## config.mk

```make
export PLATFORM = sky130hd
export DESIGN_NAME = bcd_convert_sched
export DESIGN_NICKNAME = d
export VERILOG_FILES = /design/src/rtl/bcd_convert_sched.sv
export SDC_FILE = /design/constraint.sdc
export NUM_CORES = 1
export LEC_CHECK = 0
export ABC_AREA = 1
export BUFFER_PORTS_ARGS = -buffer_cell sky130_fd_sc_hd__buf_2
export CORE_UTILIZATION = 60
export DETAILED_ROUTE_END_ITERATION = 10
export PLACE_DENSITY = 0.85
export SLEW_MARGIN = 5
export SYNTH_ARGS = -nofsm -noshare
export SYNTH_HDL_FRONTEND = slang
export SYNTH_SLANG_ARGS = --single-unit
```

## constraint.sdc

```tcl
create_clock -name clk -period 3.4 [get_ports clk]
set_clock_uncertainty 0.15 [all_clocks]
set_input_delay 0.68 -clock clk [delete_from_list [all_inputs] [get_ports clk]]
set_output_delay 0.68 -clock clk [all_outputs]
set_load 0.01 [all_outputs]
```

## src/rtl/bcd_convert_sched.sv

```systemverilog
// bcd_convert_sched: round-robin scheduled binary-to-BCD engine.
// One shared double-dabble datapath, one operand bit per clock.
module bcd_convert_sched #(
  parameter int NREQ  = 3,
  parameter int WIDTH = 8,
  parameter int ID_W  = 2
) (
  input  logic                  clk,
  input  logic                  reset,
  input  logic [NREQ-1:0]       req,
  input  logic [NREQ*WIDTH-1:0] bin_in,
  output logic [NREQ-1:0]       gnt,
  output logic                  busy,
  output logic                  done,
  output logic [ID_W-1:0]       done_id,
  output logic [15:0]           bcd_out
);

  localparam int CW = (WIDTH > 1) ? $clog2(WIDTH) : 1;

  typedef enum logic [1:0] {
    IDLE,
    SHIFT,
    DONE
  } state_t;

  state_t state, state_d;

  logic [ID_W-1:0]  last;
  logic [ID_W-1:0]  pick;
  logic [ID_W-1:0]  win;
  logic             any;
  logic [WIDTH-1:0] opnd;
  logic [CW-1:0]    cnt;
  logic [3:0]       hun;
  logic [3:0]       ten;
  logic [3:0]       one;
  logic [2:0]       h3;
  logic [3:0]       t3;
  logic [3:0]       o3;
  logic [11:0]      nxt;

  // first pending requester after the last one served
  always_comb begin
    any  = 1'b0;
    pick = '0;
    for (int i = 1; i <= NREQ; i++) begin
      if (!any && req[(int'(last) + i) % NREQ]) begin
        any  = 1'b1;
        pick = ID_W'((int'(last) + i) % NREQ);
      end
    end
  end

  // hundreds never exceeds 2 for an 8-bit operand, so 3 bits suffice
  assign h3  = 3'((hun >= 4'd5) ? hun + 4'd3 : hun);
  assign t3  = (ten >= 4'd5) ? ten + 4'd3 : ten;
  assign o3  = (one >= 4'd5) ? one + 4'd3 : one;
  assign nxt = {h3, t3, o3, opnd[cnt]};

  always_comb begin
    state_d = state;
    unique case (state)
      IDLE:    if (any) state_d = SHIFT;
      SHIFT:   if (cnt == '0) state_d = DONE;
      DONE:    state_d = IDLE;
      default: state_d = IDLE;
    endcase
  end

  always_ff @(posedge clk) begin
    if (reset) state <= IDLE;
    else       state <= state_d;
  end

  always_ff @(posedge clk) begin
    if (reset) begin
      gnt     <= '0;
      last    <= ID_W'(NREQ - 1);
      win     <= '0;
      opnd    <= '0;
      cnt     <= '0;
      hun     <= '0;
      ten     <= '0;
      one     <= '0;
      done_id <= '0;
      bcd_out <= '0;
    end else begin
      unique case (state)
        IDLE: begin
          if (any) begin
            gnt  <= NREQ'(1) << pick;
            last <= pick;
            win  <= pick;
            opnd <= bin_in[pick*WIDTH +: WIDTH];
            hun  <= '0;
            ten  <= '0;
            one  <= '0;
            cnt  <= CW'(WIDTH - 1);
          end
        end
        SHIFT: begin
          {hun, ten, one} <= nxt;
          cnt <= cnt - CW'(1);
          if (cnt == '0) begin
            bcd_out <= {4'b0000, nxt};
            done_id <= win;
          end
        end
        DONE:    gnt <= '0;
        default: gnt <= '0;
      endcase
    end
  end

  assign done = (state == DONE);
  assign busy = (state != IDLE);

endmodule
```

==> impl_metrics.tcl <==
set metrics [dict create \
    status "completed" \
    fin_crit_ps 2330 \
    clk_latency_ps 300 \
    drv_cap 0 \
    hold_viol 0 \
    die_y_um 69.9 \
    synth_cells 380 \
    grt_pass1_wl_um 9990 \
    synth_compound_area_share_pct 15.1 \
    register_area_um2 901 \
    start_util_pct 63.1 \
    power.density_mw_per_mm2 835 \
    place_area_mm2 0.00296 \
    synth-seq-cells 45 \
    worstPathArrival_ps 2370 \
    synth-xor-area-share_pct 1.27 \
    rows 24 \
    avgRoutedWirePerCell_um 12.3 \
    cts_buffers 5 \
    fp.dieArea_mm2 0.00489 \
    hold_end "bcd_out[11]$_SDFFE_PP0P_" \
    slew_headroom_pct 65.0 \
    cts_root_buf "clkbuf_8" \
    crit_required_ps 3430 \
    min_path_cells 2 \
    diodes 0 \
    layout.nets 464 \
    setup_viol 0 \
    synthAdderAreaFrac_pct 5.42 \
    endpoint_kind "flip-flop" \
    antenna_left 0 \
    cp_top_family "simple AND/OR/NAND/NOR gates" \
    min_path_type "reg -> reg" \
    rsz0062_at_grt "no" \
    ys_seq_area_share_pct 32.5 \
    antenna_found_initial 0 \
    grt_pass1_vias 2337 \
    viasPerCell 5.35 \
    setup_tns_ps 0 \
    areaGrowthSynthToFinish_pct 11.1 \
    crit_fanout 14 \
    num_io_pins 52 \
    multiInputGateArea_mm2 0.00151 \
    worstHoldStart "bcd_out[11]$_SDFFE_PP0P_" \
    gr-total-overflow 0 \
    synth_top_family_by_area "simple AND/OR/NAND/NOR gates" \
    core_area_mm2 0.00438 \
    post-route-period-util_pct 68.6 \
    port_buffers 47 \
    tightest_slew_ps 525 \
    clock_sinks 45 \
    yosysUniqueCellTypes 38 \
    place_congestion 0.822 \
    maxSlewViolCount 0 \
    clk_path_buf_depth 2 \
    clk_pin_slew_ps 90 \
    grt_max_degree 18 \
    leakage_nw 1.47 \
    fmax_mhz 429 \
    drt_iter0_markers 150 \
    drt-total-wl_um 5880 \
    drive_above_1_share_pct 28.1 \
    syn_avg_cell_area_um2 7.28 \
    crit_chain "inv_1 > ha_1 > nand2_1 > nand3_1 > nand2_2 > nand3_2 > nand2_4 > nand2_4 > clkinv_2 > nand2_1 > a21oi_1" \
    rr_startpoint "last[0]$_SDFFE_PP0P_" \
    first_pass_iters 5 \
    cts_tree "done" \
    irDropWorstVdd_mv 0.483 \
    fillers 356 \
    cp_num_buf_inv 2 \
    startpoint_type "flip-flop" \
    h-tree-depth 2 \
    holdBufCountCts 0 \
    reg2reg_setup_slack_ps 1070 \
    syn_area_mm2 0.00277 \
    rr_worst_depth 11 \
    r2r_end "one[1]$_SDFFE_PP0P_" \
    ys_warn_count 0 \
    drc 0 \
    grt_use_total_pct 24.8 \
    finalInstanceArea_mm2 0.00308 \
    num_vias 2546 \
    yosys-mux-area-fraction_pct 0.814 \
    dp_hpwl_um 4270 \
    synth_simple_gate_area_share_pct 31.3 \
    crit_type "reg -> reg" \
    cts_resized 0 \
    slowest_stage "ha_1" \
    slowest_delay_ps 490 \
    post-cts-setup-buffers 0 \
    die_x_um 69.9 \
]
## Yosys cell counts, drive strengths merged
library cell / n / area share (%)
nor3: 3 / 0.95
inv: 64 / 8.9
nand4: 2 / 0.68
xor2: 4 / 1.3
o22ai: 2 / 0.45
or2: 4 / 0.90
dfxtp: 45 / 33
mux2: 2 / 0.81
nand3: 51 / 11
a31oi: 1 / 0.23
nor2: 17 / 3.1
ha: 12 / 5.4
buf: 11 / 3.9
o211ai: 3 / 0.81
clkinv: 1 / 0.18
conb: 1 / 0.14
nand3b: 1 / 0.27
clkbuf: 4 / 0.54
a21oi: 32 / 8.1
nand2: 91 / 15
a211oi: 1 / 0.27
o21ai: 28 / 5.2
## how the worst max path moves through the flow
stage / start / end / slack (ps) / depth (start not counted)
floorplan: last[0]$_SDFFE_PP0P_ / opnd[0]$_SDFFE_PP0P_ / 1400 / 11
global placement: last[0]$_SDFFE_PP0P_ / one[0]$_SDFFE_PP0P_ / 1200 / 12
detailed placement: last[0]$_SDFFE_PP0P_ / one[1]$_SDFFE_PP0P_ / 1110 / 11
CTS: last[0]$_SDFFE_PP0P_ / one[0]$_SDFFE_PP0P_ / 1090 / 12
global route: last[0]$_SDFFE_PP0P_ / one[0]$_SDFFE_PP0P_ / 850 / 12
finish: last[0]$_SDFFE_PP0P_ / one[1]$_SDFFE_PP0P_ / 1070 / 11
## cell type report
cell class	count	area share (%)
Clock buffer	6	2.36
Clock inverter	2	1.26
Inverter	65	8.14
Multi-Input combinational cell	258	48.9
Sequential cell	45	29.3
Tap cell	52	2.12
Timing Repair Buffer	48	7.89
## placed cells by master, fill, tap and decap left out, types with 5 or more instances in the layout
cell type,n
buf_2,47
inv_2,7
nand3_2,9
a21oi_1,15
o21ai_0,23
nand2_1,75
nand2_2,12
inv_1,55
nand3_1,42
nor2_1,14
a21oi_2,17
clkbuf_8,5
ha_1,12
dfxtp_1,45
## per-layer routing
metal,track usage (%),share of wire (%)
met5,0,0
met4,7.78,1.1
met3,4.04,5.4
met2,42.8,48
met1,31.4,45
## sequential cells by signal, summed over array words and instances, names as in the netlist
signal / cells
bcd_out: 12
one: 4
state: 2
opnd: 8
done_id: 2
gnt: 3
cnt: 3
last: 2
hun: 4
win: 1
ten: 4
## cells by family (layout without fill, tap and decap cells)
logic type               count (synthesis)  in the layout
AO/OA/AOI/OAI                           67             67
XOR/XNOR                                 4              4
adder cells (fa/ha/maj)                 12             12
buffers and inverters                   80            121
flip-flops                              45             45
multiplexers                             2              2
other                                    1              4
AND/OR/NAND/NOR                        169            169
## worst reg2reg max path: stages (launching register included)
cell	delay [ps]
dfxtp_1	380
inv_1	90
ha_1	490
nand2_1	100
nand3_1	110
nand2_2	110
nand3_2	120
nand2_4	140
nand2_4	110
clkinv_2	210
nand2_1	130
a21oi_1	60
## power by group
group          switching, mW  internal, mW
Combinational          0.975         0.461
Clock                  0.190         0.221
Sequential            0.0838         0.637
## stage by stage
| step | hold WS (ps) | worst slack, ps | cells | total power [mW] | utilization [%] |
|---|---|---|---|---|---|
| finish | 316 | 1070 | 476 | 2.57 | 70.1 |
| global route | 331 | 849 | 476 | 2.77 | 70.1 |
| CTS | 317 | 1090 | 476 | 2.56 | 70.1 |
| detailed placement | 304 | 1110 | 468 | 2.15 | 67.6 |
| global placement | 300 | 1200 | 468 | 2.10 | 67.6 |
| floorplan | 280 | 1400 | 383 | 2.00 | - |
Note: power is estimated with default switching activity, not from simulation.
